## src/rtl/zhengxing_pkg.sv

```systemverilog
// ============================================================================
// Module : zhengxing_pkg
// Brief  : Shared state encoding and threshold helper for the square-wave shaper
// Rev    : 1.0 - initial multi-channel hysteresis release
// ============================================================================
`default_nettype none

package zhengxing_pkg;

    typedef enum logic [1:0] {
        S_LOW       = 2'd0,
        S_RISE_PEND = 2'd1,
        S_HIGH      = 2'd2,
        S_FALL_PEND = 2'd3
    } state_e;

    localparam logic [1:0] C_ST_LOW       = 2'(S_LOW);
    localparam logic [1:0] C_ST_RISE_PEND = 2'(S_RISE_PEND);
    localparam logic [1:0] C_ST_HIGH      = 2'(S_HIGH);
    localparam logic [1:0] C_ST_FALL_PEND = 2'(S_FALL_PEND);

    typedef struct packed {
        logic [31:0] up;
        logic [31:0] dn;
    } thr_t;

    // Band edges saturate at the DW-bit range instead of wrapping.
    function automatic thr_t thr_calc(input logic [31:0] yuzhi,
                                      input logic [31:0] hyst,
                                      input int          dw);
        logic [32:0] w_sum;
        logic [32:0] w_lim;
        thr_t        w_res;
        w_sum    = {1'b0, yuzhi} + {1'b0, hyst};
        w_lim    = (33'd1 << dw) - 33'd1;
        w_res.up = (w_sum > w_lim) ? w_lim[31:0] : w_sum[31:0];
        w_res.dn = (yuzhi >= hyst) ? (yuzhi - hyst) : 32'd0;
        return w_res;
    endfunction

endpackage

`default_nettype wire

```

## src/rtl/zhengxing_ch.sv

```systemverilog
// ============================================================================
// Module : zhengxing_ch
// Brief  : One shaper channel - hysteresis compare, debounce FSM, edge strobes
// Rev    : 1.0 - initial multi-channel hysteresis release
// ============================================================================
`default_nettype none

module zhengxing_ch
    import zhengxing_pkg::*;
#(
    parameter int DW    = 12,
    parameter int DEB_W = 8
) (
    input  logic             clk,
    input  logic             rst,
    input  logic [DW-1:0]    data_in,
    input  logic [DW-1:0]    yuzhi,
    input  logic [DW-1:0]    hyst,
    input  logic [DEB_W-1:0] deb_len,
    input  logic             data_valid,
    output logic             fangbo,
    output logic             rise_pulse,
    output logic             fall_pulse
);

    thr_t             w_thr;
    logic [DW-1:0]    w_up;
    logic [DW-1:0]    w_dn;
    logic             w_unused_thr;
    logic             w_hi;
    logic             w_lo;
    logic [1:0]       w_state_nxt;
    logic [DEB_W-1:0] w_cnt_nxt;
    logic             w_fb_nxt;

    logic [1:0]       r_state;
    logic [DEB_W-1:0] r_cnt;
    logic             r_fangbo;
    logic             r_rise;
    logic             r_fall;

    assign w_thr        = thr_calc(32'(yuzhi), 32'(hyst), DW);
    assign w_up         = w_thr.up[DW-1:0];
    assign w_dn         = w_thr.dn[DW-1:0];
    assign w_unused_thr = ^{w_thr.up[31:DW], w_thr.dn[31:DW]};
    assign w_hi         = (data_in >= w_up);
    assign w_lo         = (data_in <  w_dn);

    always_comb begin
        w_state_nxt = r_state;
        w_cnt_nxt   = r_cnt;
        case (r_state)
            C_ST_LOW: begin
                if (w_hi) begin
                    w_state_nxt = (deb_len == '0) ? C_ST_HIGH : C_ST_RISE_PEND;
                    w_cnt_nxt   = (deb_len == '0) ? '0 : DEB_W'(1);
                end
            end
            C_ST_RISE_PEND: begin
                if (!w_hi) begin
                    w_state_nxt = C_ST_LOW;
                    w_cnt_nxt   = '0;
                end else if (r_cnt == deb_len) begin
                    w_state_nxt = C_ST_HIGH;
                    w_cnt_nxt   = '0;
                end else begin
                    w_cnt_nxt   = r_cnt + DEB_W'(1);
                end
            end
            C_ST_HIGH: begin
                if (w_lo) begin
                    w_state_nxt = (deb_len == '0) ? C_ST_LOW : C_ST_FALL_PEND;
                    w_cnt_nxt   = (deb_len == '0) ? '0 : DEB_W'(1);
                end
            end
            default: begin
                if (!w_lo) begin
                    w_state_nxt = C_ST_HIGH;
                    w_cnt_nxt   = '0;
                end else if (r_cnt == deb_len) begin
                    w_state_nxt = C_ST_LOW;
                    w_cnt_nxt   = '0;
                end else begin
                    w_cnt_nxt   = r_cnt + DEB_W'(1);
                end
            end
        endcase
    end

    // The output is high in HIGH and FALL_PEND, i.e. the state MSB.
    assign w_fb_nxt = w_state_nxt[1];

    always_ff @(posedge clk or negedge rst) begin
        if (!rst) begin
            r_state  <= C_ST_LOW;
            r_cnt    <= '0;
            r_fangbo <= 1'b0;
            r_rise   <= 1'b0;
            r_fall   <= 1'b0;
        end else if (!data_valid) begin
            // Forced idle clear: silent, no fall strobe.
            r_state  <= C_ST_LOW;
            r_cnt    <= '0;
            r_fangbo <= 1'b0;
            r_rise   <= 1'b0;
            r_fall   <= 1'b0;
        end else begin
            r_state  <= w_state_nxt;
            r_cnt    <= w_cnt_nxt;
            r_fangbo <= w_fb_nxt;
            r_rise   <= w_fb_nxt & ~r_fangbo;
            r_fall   <= ~w_fb_nxt & r_fangbo;
        end
    end

    assign fangbo     = r_fangbo;
    assign rise_pulse = r_rise;
    assign fall_pulse = r_fall;

endmodule

`default_nettype wire

```

## src/rtl/zhengxing_hyst.sv

```systemverilog
// ============================================================================
// Module : zhengxing_hyst
// Brief  : NCH-channel hysteresis/debounce square-wave shaper with edge strobes
// Rev    : 1.0 - initial multi-channel hysteresis release
// ============================================================================
`default_nettype none

module zhengxing_hyst
    import zhengxing_pkg::*;
#(
    parameter int NCH   = 2,
    parameter int DW    = 12,
    parameter int DEB_W = 8
) (
    input  logic              clk,
    input  logic              rst,
    input  logic [NCH*DW-1:0] data_in,
    input  logic [NCH*DW-1:0] data_yuzhi,
    input  logic [DW-1:0]     hyst,
    input  logic [DEB_W-1:0]  deb_len,
    input  logic              data_valid,
    output logic [NCH-1:0]    fangbo,
    output logic [NCH-1:0]    rise_pulse,
    output logic [NCH-1:0]    fall_pulse
);

    genvar k;
    generate
        for (k = 0; k < NCH; k++) begin : g_ch
            zhengxing_ch #(
                .DW    (DW),
                .DEB_W (DEB_W)
            ) u_ch (
                .clk        (clk),
                .rst        (rst),
                .data_in    (data_in[k*DW +: DW]),
                .yuzhi      (data_yuzhi[k*DW +: DW]),
                .hyst       (hyst),
                .deb_len    (deb_len),
                .data_valid (data_valid),
                .fangbo     (fangbo[k]),
                .rise_pulse (rise_pulse[k]),
                .fall_pulse (fall_pulse[k])
            );
        end
    endgenerate

endmodule

`default_nettype wire

```

## config.mk

```make
export PLATFORM = sky130hd
export DESIGN_NAME = zhengxing_hyst
export DESIGN_NICKNAME = d
export VERILOG_FILES = /design/src/rtl/zhengxing_pkg.sv /design/src/rtl/zhengxing_ch.sv /design/src/rtl/zhengxing_hyst.sv
export SDC_FILE = /design/constraint.sdc
export NUM_CORES = 1
export LEC_CHECK = 0
export CORE_MARGIN = 1
export CORE_UTILIZATION = 25
export CTS_CLUSTER_DIAMETER = 40
export DETAILED_ROUTE_END_ITERATION = 7
export HOLD_SLACK_MARGIN = 0.05
export SETUP_SLACK_MARGIN = 0.1
export SYNTH_ARGS = -nofsm -noshare
export SYNTH_HDL_FRONTEND = slang
export SYNTH_SLANG_ARGS = --single-unit
```

## constraint.sdc

```tcl
create_clock -name clk -period 3.5 [get_ports clk]
set_clock_uncertainty 0.15 [all_clocks]
set_input_delay 0.7 -clock clk [delete_from_list [all_inputs] [get_ports clk]]
set_output_delay 0.7 -clock clk [all_outputs]
set_load 0.1 [all_outputs]
```

# Word-level counts from Yosys, hierarchy flattened
# Index checks and enable logic that the tools add are counted.
[word_totals]
word_cells = 98
output_inout_bits = 6
ff_bits = 26
input_bits = 71
[op_classes]
muxes = 43
eq_ne = 14
reduce_logical = 7
addsub = 6
n_lt_le_gt_ge = 8
bitwise_logic = 8
[op_table]
columns = ["cell", "n"]
rows = [
  ["2-to-1 mux 8 bit", 12],
  ["greater-or-equal comparator 12 bit", 4],
  ["2-to-1 mux 12 bit", 4],
  ["one-hot mux 8 bit (3 select lines)", 2],
  ["2-to-1 mux 2 bit", 16],
  ["adder 12 x 12 -> 13 bit", 2],
  ["> comparator 13 x 12 -> 1 bit, second input constant", 2],
  ["less-than comparator 12 bit", 2],
  ["subtractor 12 bit", 2],
  ["adder 8 x 1 -> 8 bit, second input constant", 2],
  ["equality test 8 bit", 2],
  ["!= test 3 x 2 -> 1 bit, second input constant", 4],
  ["!= test 6 bit, second input constant", 2],
  ["one-hot mux 2 bit (3 select lines)", 2],
  ["logical NOT 8 bit", 1],
  ["!= test 4 bit, second input constant", 2],
  ["AND reduction 4 bit", 2],
  ["2-to-1 mux 1 bit", 7],
  ["bitwise AND 1 bit", 4],
  ["equality test 2 x 1 -> 1 bit, second input constant", 2],
  ["equality test 2 bit, second input constant", 2],
  ["logical NOT 2 bit", 2],
  ["inverter 1 bit", 4],
  ["AND reduction 2 bit", 2],
]

# Longest topological paths before layout
# Gate-level depths: netlist of the first run.
[depth]
depth_word = 9
depth_mapped = 23
depth_no_buf = 21

# Hierarchy
# From an unflattened synthesis of the first run, not the netlist that was laid out.
[hier_totals]
cells_unflattened = 621
hier_area_um2 = 4921.0
[modules_own_cells]
columns = ["module", "instances", "seq_area_each_um2", "area_per_inst_um2", "cells_each"]
rows = [
  ["zhengxing_ch at g_ch[1].u_ch", 1, 300.3, 2489.9, 312],
  ["zhengxing_ch at g_ch[0].u_ch", 1, 300.3, 2431.1, 309],
]

# Worst setup path after synthesis of the first run
# No wires, ideal clock.
[synth_path]
path_kind = "input -> register"
startpoint = "input port data_yuzhi[12]"
endpoint = "register g_ch[1].u_ch.r_state[0]"
required_ns = 3.225
cell_stages = 21
arrival_ns = 4.671
path_slack_ns = -1.446
setup_time_ns = 0.125
n_path_buf = 1
cell_sequence = "ha_1 inv_1 fa_1 o21bai_1 a221oi_1 a21oi_1 a21oi_1 o21ai_0 a21oi_1 o21bai_1 clkbuf_1 nor3_1 ha_1 o21ai_0 a211o_1 o211ai_1 nand2_1 and3_1 a311oi_4 o21ai_2 mux2_4"
[synth_between]
elab_chain_len = 7
word_cells_on_any_way = 17
cone_classes = "add/sub (2); order compare (4); eq/ne (4); mux (6); reduce/logical (1)"
[synth_rtl]
columns = ["element", "line", "text"]
rows = [
  ["from (decl)", "zhengxing_hyst.sv:18", "input logic [NCH*DW-1:0] data_yuzhi,"],
  ["adder 12 x 12 -> 13 bit", "zhengxing_pkg.sv:34", "w_sum = {1'b0, yuzhi} + {1'b0, hyst};"],
  ["> comparator 13 x 12 -> 1 bit", "zhengxing_pkg.sv:36", "w_res.up = (w_sum > w_lim) ? w_lim[31:0] : w_sum[31:0];"],
  ["2-to-1 mux 12 bit", "zhengxing_pkg.sv:36", ""],
  ["greater-or-equal comparator 12 bit", "zhengxing_ch.sv:46", "assign w_hi = (data_in >= w_up);"],
  ["2-to-1 mux 2 bit", "zhengxing_ch.sv:60", "if (!w_hi) begin"],
  ["one-hot mux 2 bit (3 select lines)", "zhengxing_ch.sv:52", "case (r_state)"],
  ["2-to-1 mux 2 bit", "zhengxing_ch.sv:100", "end else if (!data_valid) begin"],
  ["to (signal assigned)", "zhengxing_ch.sv:108", "r_state <= w_state_nxt;"],
  ["to (decl)", "zhengxing_ch.sv:36", "logic [1:0] r_state;"],
]
# Several ways; a longest one is shown, not always the timed one.
# A chain may end at the register's enable or synchronous reset.

# Final worst setup path of the first run
[layout_path]
startpoint = "input port hyst[1]"
endpoint = "register g_ch[1].u_ch.r_cnt[2]"
[layout_between]
elab_chain_len = 7
word_cells_on_any_way = 15
cone_classes = "add/sub (2); order compare (4); eq/ne (2); mux (6); reduce/logical (1)"
[layout_rtl]
columns = ["element", "line", "text"]
rows = [
  ["from (decl)", "zhengxing_hyst.sv:19", "input logic [DW-1:0] hyst,"],
  ["adder 12 x 12 -> 13 bit", "zhengxing_pkg.sv:34", ""],
  ["> comparator 13 x 12 -> 1 bit", "zhengxing_pkg.sv:36", ""],
  ["2-to-1 mux 12 bit", "zhengxing_pkg.sv:36", ""],
  ["greater-or-equal comparator 12 bit", "zhengxing_ch.sv:46", ""],
  ["2-to-1 mux 8 bit", "zhengxing_ch.sv:60", ""],
  ["one-hot mux 8 bit (3 select lines)", "zhengxing_ch.sv:52", ""],
  ["2-to-1 mux 8 bit", "zhengxing_ch.sv:100", ""],
  ["to (signal assigned)", "zhengxing_ch.sv:109", "r_cnt <= w_cnt_nxt;"],
  ["to (decl)", "zhengxing_ch.sv:37", "logic [DEB_W-1:0] r_cnt;"],
]
# Several ways; a longest one is shown, not always the timed one.

==> results.md, run 1 <==
* Design area at 8700 um^2
* H-tree depth at 1
* Die height at 145 um
* # rows at 52
* Worst vdd ir at 0.168 mV
* HPWL after DPL at 13300 um
* Hold/Removal Path Class: flip-flop to flip-flop
* Drt pass-1 iters at 4
* Synth Flop Type: dfrtp_1
* Synth top area share at 0.254
* CP arrival at around 4.6 ns
* Worst Max-Slew Pin Slew at 0.537 ns
* Critical path startpoint category: input pin
* Final hold vios at 0
* Layout Nets at approximately 1100
* DRC at 0
* CP max stage delay at about 0.38 ns
* Vias in the first global route at 5791
* RSZ-0062 raised after global routing: yes
* Initial Util at 0.254
* CTS sink count at 24
* Run status: finished, violations left
* Violated checks: negative setup slack
* Area leader, netlist: ha_1
* Crit path kind: input pin to flip-flop
* Root buffer cell: clkbuf_16
* Leakage power at 3.96 nW
* Power Density at between 200 and 250 nW/um^2
* Yosys reg bits at 24
* Cell family with most CP delay: compound AO/OA/AOI/OAI gates
* Setup WS pre-CTS at -2.10 ns
* Unique masters post-synth at 65
* Warnings from Yosys at 0
* IO Count at 77
* Clk buf depth at 2
* Mapped cell area at 5130 um^2
* Via count at 5635
* Initial DRC Count at 307
* Tcrit/Tclk final at 1.32
* Setup TNS Final at -25.27 ns
* Crit-path slowest cell: fa_2
* Cell Chain, Critical Path: buf_8 -> clkinvlp_4 -> buf_6 -> fa_2 -> o21bai_4 -> a221oi_4 -> a21oi_2 -> a21oi_2 -> o21ai_2 -> a21oi_2 -> o21bai_4 -> buf_6 -> nor3_4 -> ha_2 -> o21ai_1 -> a211o_1 -> o211ai_1 -> nand2_1 -> and3_4 -> a311oi_4 -> buf_2 -> o21ai_1 -> a22o_1
* Port Buffers at 76
* Area Growth Syn to Fin at 69.7%
* Clk_lat worst skew at 0.26 ns
* Syn Inst Count at 667
* Buf/Inv on CP at 5
* Routed WL per cell at roughly 14 um
* Share of layout cells above drive strength 1 at 0.413
* Num CTS Buffers at 3
* Vias/cell at 4.71
* Critical path endpoint category: flip-flop
* Data required, critical path at 3.50 ns
* Sequential area share after synthesis at 0.117
* RD Place Congestion at 0.850
* WL final at 17000 um
* ANT nets after route at 0
* Worst setup margin at -1.11 ns
* Share of flip-flops with an asynchronous set or reset at 1.00
* Worst slew margin at 0.638
* Core Region at around 20000 um^2
* Total power at approximately 2.1 mW
* Hold Slack at 0.408 ns
* CTS tree: done
* Chip width at 145 um
* CP most frequent cell: a21oi_2
* Slew Viols, Final at 0
* First-pass GRT wire length at around 27000 um
* EDFF count, synth at 0
* Die Footprint at 21100 um^2
* F_max at ~220 MHz
* CP Max Fanout at 5
* Dpl cell area at 7520 um^2
* Initial antenna violation count at 1
* Pin count of the biggest net entering global routing at 25
* GR Util All Layers at 0.156
* Area contributors post-synth: ha_1, dfrtp_1, a21oi_1
* GRT Residual Overflow at 0
* Syn_area_per_cell at just under 8 um^2
* Clock transition at path regs at around 0.06 ns
* Final Critical Period at 4.61 ns
* Net Count, Synth at 846
* Max-Cap Viols at 0
* Final setup fails at 24
[synth_stat cells (all sizes together), types with 8 or more instances]
cell type,n
a21o,13
a21oi,55
a22o,10
and3,14
buf,18
clkbuf,11
dfrtp,24
ha,104
inv,59
nand2,48
nand3,19
nand4,9
nor2,51
nor2b,14
nor3,19
nor4,8
o21a,12
o21ai,31
o21bai,12
xnor2,26
xor2,15
[routing by layer]
layer,global-route usage,vias up,part of all wire
li1,-,2923,-
met1,0.197,2615,0.45
met2,0.290,81,0.51
met3,0.0107,16,0.022
met4,0.0268,0,0.016
met5,0,-,0
[stage by stage]
step | instances | utilization
4_1_cts | 1182 | 0.407
6_report | 1197 | 0.431
3_3_place_gp | 1150 | 0.373
2_1_floorplan | 667 | -
3_5_place_dp | 1150 | 0.373
5_1_grt | 1197 | 0.431
[cell families (layout without fill, tap and decap cells)]
| family | Yosys count | after routing | share of synthesized area |
|---|---|---|---|
| other | 0 | 1 | 0 |
| AOI/OAI and AO/OA | 187 | 187 | 0.249 |
| buffers and inverters | 88 | 347 | 0.0747 |
| and+or+nand+nor | 212 | 212 | 0.205 |
| muxes | 7 | 7 | 0.0149 |
| xor gates and xnor gates | 41 | 41 | 0.0701 |
| adders and majority gates | 108 | 108 | 0.269 |
| DFF | 24 | 24 | 0.117 |
[cells in the final DEF, fill, tap and decap left out, types with 13 or more instances in the layout]
cell	Yosys	final
buf_4	7	197
ha_1	104	78
inv_1	59	46
clkdlybuf4s50_1	0	45
nand2_1	48	42
nor2_1	51	41
a21oi_1	53	35
xnor2_1	26	26
dfrtp_1	24	24
ha_4	0	20
buf_6	2	18
nand3_1	19	17
xor2_1	15	15
a21oi_2	1	14
a21o_1	13	13
and3_1	14	13
[layout make-up]
cell class                      count  area, um^2
Timing Repair Buffer              284        2360
Inverter                           59         225
Multi-Input combinational cell    555        5080
Clock buffer                        4        88.8
Tap cell                          270         338
Fill cell                        1997       11500
Antenna cell                        1        2.50
Sequential cell                    24         601
[state kept, by name (all words and copies together), names as in the netlist]
| register | flops |
|---|---|
| g_ch.u_ch.r_cnt | 16 |
| g_ch.u_ch.r_state | 3 |
| g_ch.u_ch.fangbo | 1 |
| g_ch.u_ch.rise_pulse | 2 |
| g_ch.u_ch.fall_pulse | 2 |
[tightest hold or removal path, stage by stage (launching register included)]
cell and delay (ns):
dfrtp_1 0.41, nand2_2 0.07, o21ai_2 0.05
[path summary, 6_finish.rpt]
kind / startpoint / end / slack (ns) / cells past startpoint
hold / removal: g_ch[0].u_ch.r_cnt[1]$_DFFE_PN0P_ / g_ch[0].u_ch.r_cnt[1]$_DFFE_PN0P_ / 0.41 / 2
setup / recovery: hyst[1] / g_ch[1].u_ch.r_cnt[2]$_DFFE_PN0P_ / -1.11 / 23
min in group asynchronous: rst / g_ch[0].u_ch.r_cnt[7]$_DFFE_PN0P_ / 0.64 / 2
setup reg to reg: g_ch[0].u_ch.r_cnt[0]$_DFFE_PN0P_ / g_ch[0].u_ch.r_cnt[3]$_DFFE_PN0P_ / 1.09 / 7
hold reg to reg: g_ch[0].u_ch.r_cnt[1]$_DFFE_PN0P_ / g_ch[0].u_ch.r_cnt[1]$_DFFE_PN0P_ / 0.41 / 2
max in group asynchronous: rst / g_ch[1].u_ch.fangbo$_DFF_PN0_ / 2.31 / 2
[power by group]
group / internal (mW) / switching (mW) / leakage (nW)
logic: 0.810 / 0.737 / 3.58
clock network: 0.175 / 0.0981 / 0.0442
registers: 0.289 / 0.0180 / 0.331
total: 1.27 / 0.853 / 3.96
[repair_timing]
action                                  in CTS  in global routing
resized for setup                          135                 91
setup buffers                               27                 16
hold buffers                                 0                  0
cloned                                       3                  0
endpoints found under the setup margin      24                 24
pin swaps                                   68                 87
(Power assumes the default switching activity.)
==> run 2: changes to the inputs <==
--- a/config.mk
+++ b/config.mk
@@ -9,6 +9,7 @@
 export CORE_UTILIZATION = 25
 export CTS_CLUSTER_DIAMETER = 40
 export DETAILED_ROUTE_END_ITERATION = 7
+export GPL_ROUTABILITY_DRIVEN = 0
 export HOLD_SLACK_MARGIN = 0.05
 export SETUP_SLACK_MARGIN = 0.1
 export SYNTH_ARGS = -nofsm -noshare
==> results of run 2 <==
No change in the layout: final DEF, timing and power equal those of run 1.
==> run 3: changes to the inputs <==
--- a/config.mk
+++ b/config.mk
@@ -5,7 +5,7 @@
 export SDC_FILE = /design/constraint.sdc
 export NUM_CORES = 1
 export LEC_CHECK = 0
-export CORE_MARGIN = 1
+export CORE_MARGIN = 5
 export CORE_UTILIZATION = 25
 export CTS_CLUSTER_DIAMETER = 40
 export DETAILED_ROUTE_END_ITERATION = 7
==> run 3 against run 2 <==
Net effect: the flow still finishes with violations (negative setup slack); wire length hardly changed; setup slack worse by 0.050 ns; hold slack improved by 0.015 ns; utilization is 0.13 points lower; power increased by 2.7%; sequential power about the same; fmax is 1.1% lower; clock power rose by 21%; largest power group unchanged; sequential cell count is the same.
==> results.md, run 3 (synthesis results as in run 1) <==
* Register share of total power at 0.140 (-0.004)
* Root buffer cell: clkbuf_16
* Via count at 5603 (-0.57%)
* Biggest register: g_ch.u_ch.r_cnt
* Largest register FFs at 16 (unchanged)
* GR Util All Layers at 0.138 (-0.0173)
* Internal at 1.33 mW (+4.5%)
* Final hold vios at 0 (unchanged)
* Worst path depth at 24 (+4.3%)
* Setup WS pre-CTS at -2.08 ns (+0.0244 ns)
* CP Launch Point: hyst[1]
* Worst setup margin at -1.16 ns (-0.0496 ns)
* Largest regs: g_ch.u_ch.r_cnt x16, g_ch.u_ch.r_state x3
* Crit path kind: input pin to flip-flop
* Commonest non-fill, non-tap cell in the layout: buf_4
* Combinational Power Share at 0.709 (-0.018)
* Sw Share at 0.390 (-0.0107)
* Cell Chain, Critical Path: buf_8 -> clkinvlp_4 -> buf_6 -> buf_12 -> ha_4 -> nor2b_4 -> o21bai_4 -> a21oi_4 -> o31ai_4 -> buf_4 -> a211oi_4 -> o21bai_1 -> a21oi_1 -> mux2i_1 -> ha_1 -> a211o_1 -> nor2_1 -> o211ai_1 -> nand2_1 -> buf_6 -> nor4_2 -> a21oi_4 -> and2b_2 -> a22o_1
* Final Critical Period at 4.66 ns (+0.0496 ns)
* CTS sink count at 24 (unchanged)
* Routed WL per cell at 14.2 um (+0.16%)
* Clock transition at path regs at 0.06 ns (about the same)
* Tcrit/Tclk final at 1.33 (+0.0142)
* Die height at 153 um (+5.5%)
* Setup TNS Final at -25.86 ns (-0.584 ns)
* Commonest cells after routing, fill and taps aside: buf_4, ha_1, inv_1
* Violated checks: negative setup slack
* Leakage power at 3.94 nW (-0.47%)
* Clk buf depth at 2 (unchanged)
* P_sw at 852 uW (about the same)
* Worst Max-Slew Pin Slew at 0.598 ns (+0.0617 ns)
* Core Region at 20200 um^2 (+0.32%)
* Power Density at 251 nW/um^2 (+2.6%)
* Fin cells at 1195 (-0.17%)
* IO Count at 77 (unchanged)
* Chip width at 153 um (+5.5%)
* Hold/Removal Path Class: flip-flop to flip-flop
* Initial DRC Count at 224 (-27%)
* Initial antenna violation count at 1 (unchanged)
* Run status: finished, violations left
* Area Growth Syn to Fin at 69.7% (about the same)
* Vias/cell at 4.69 (-0.40%)
* Num CTS Buffers at 3 (unchanged)
* Critical Path Sink: g_ch[1].u_ch.r_cnt[4]$_DFFE_PN0P_
* Initial Util at 0.253 (-0.000817)
* CP arrival at 4.66 ns (+0.06 ns)
* CP max stage delay at 0.30 ns (-0.08 ns)
* Pin count of the biggest net entering global routing at 25 (unchanged)
* Vias in the first global route at 5801 (+0.17%)
* Critical path startpoint category: input pin
* GRT Residual Overflow at 0 (unchanged)
* ANT nets after route at 0 (unchanged)
* H-tree depth at 1 (unchanged)
* WL final at 17000 um (about the same)
* First-pass GRT wire length at 27700 um (+1.1%)
* FF-to-FF End: g_ch[1].u_ch.r_cnt[4]$_DFFE_PN0P_
* Worst reg2reg path depth at 7 (unchanged)
* Final setup fails at 24 (unchanged)
* Critical path endpoint category: flip-flop
* Port Buffers at 76 (unchanged)
* RSZ-0062 raised after global routing: yes
* Clk_lat worst skew at 0.26 ns (about the same)
* F_max at 215 MHz (-1.1%)
* HPWL after DPL at 13600 um (+2.4%)
* DRC at 0 (unchanged)
* Data required, critical path at 3.50 ns (about the same)
* # rows at 52 (unchanged)
* CTS tree: done
* Cell family with most CP delay: compound AO/OA/AOI/OAI gates
* Max-Cap Viols at 0 (unchanged)
* Drt pass-1 iters at 4 (unchanged)
* Buf/Inv on CP at 6 (+1)
* Placed cells at 1151 (+0.087%)
* Reg2reg start: g_ch[1].u_ch.r_cnt[0]$_DFFE_PN0P_
* Worst slew margin at 0.597 (-0.0415)
* Slew Viols, Final at 0 (unchanged)
* Clock power frac at 0.151 (+0.023)
* Total power at 2.18 mW (+2.7%)
* CP Max Fanout at 7 (+2)
* Layout Nets at 1104 (-0.18%)
* Share of layout cells above drive strength 1 at 0.400 (-0.0121)
* Worst vdd ir at 0.186 mV (+10%)
* R2R Setup Slk at 1.23 ns (+0.14 ns)
* Crit-path slowest cell: ha_1
* Die Footprint at 23500 um^2 (+11%)
run 3: cell types whose count changed in the layout (fill, tap and decap cells not counted), moves of 3 or more:
cell,change
o21bai_1,+3
buf_4,-4
dlymetal6s2s_1,-3
nor3_1,-3
o21bai_4,-3
clkbuf_2,-3
clkdlybuf4s50_1,+3
inv_2,-3
inv_1,+3
run 3: power groups by stage:
| stage | Combinational [mW] | Clock (mW) | Sequential (mW) |
|---|---|---|---|
| CTS | 1.48 | 0.334 | 0.306 |
| finish | 1.55 | 0.329 | 0.306 |
| detailed placement | 1.24 | 0 | 0.311 |
| global placement | 1.23 | 0 | 0.311 |
| floorplan | 0.730 | 0 | 0.307 |
| global route | 1.70 | 0.348 | 0.308 |
run 3: metal layers:
layer	up-vias	part of all wire	GRT usage
li1	2906	-	-
met1	2606	0.45	0.173
met2	73	0.52	0.257
met3	18	0.019	0.0133
met4	0	0.019	0.0297
met5	-	0	0
run 3: area by class of cell:
type                       instances  area, um^2
antenna                            1        2.50
clock buffer                       3        75.1
clock inverter                     1        30.0
fill                            1943       11500
inverter                          59         225
multi-input combinational        555        5060
sequential                        24         601
tap                              270         338
timing repair buffer             282        2370
run 3: what timing repair did:
item,CTS,global route
hold buffers,0,0
setup endpoints to repair,24,24
buffers inserted,35,5
pin swaps,77,40
resized for setup,169,40
gates cloned,2,0
run 3: how the worst min path moves through the flow:
stage | cells after the start | from | endpoint
after detailed placement | 1 | g_ch[1].u_ch.r_cnt[7]$_DFFE_PN0P_ | g_ch[1].u_ch.r_cnt[7]$_DFFE_PN0P_
after global placement | 2 | g_ch[0].u_ch.r_cnt[1]$_DFFE_PN0P_ | g_ch[0].u_ch.r_cnt[1]$_DFFE_PN0P_
after CTS | 1 | g_ch[1].u_ch.r_cnt[7]$_DFFE_PN0P_ | g_ch[1].u_ch.r_cnt[7]$_DFFE_PN0P_
after floorplan | 0 | rst | g_ch[0].u_ch.fall_pulse$_DFF_PN0_
after global routing | 1 | g_ch[0].u_ch.r_cnt[7]$_DFFE_PN0P_ | g_ch[0].u_ch.r_cnt[7]$_DFFE_PN0P_
final | 1 | g_ch[1].u_ch.r_cnt[7]$_DFFE_PN0P_ | g_ch[1].u_ch.r_cnt[7]$_DFFE_PN0P_
run 3: through the flow:
stage | cell area, um^2 | utilization | hold slack, ns
floorplan | 5370 | - | 0.254
global placement | 7540 | 0.373 | 0.393
detailed placement | 7540 | 0.373 | 0.409
CTS | 8500 | 0.420 | 0.425
global route | 8700 | 0.430 | 0.448
finish | 8700 | 0.430 | 0.423
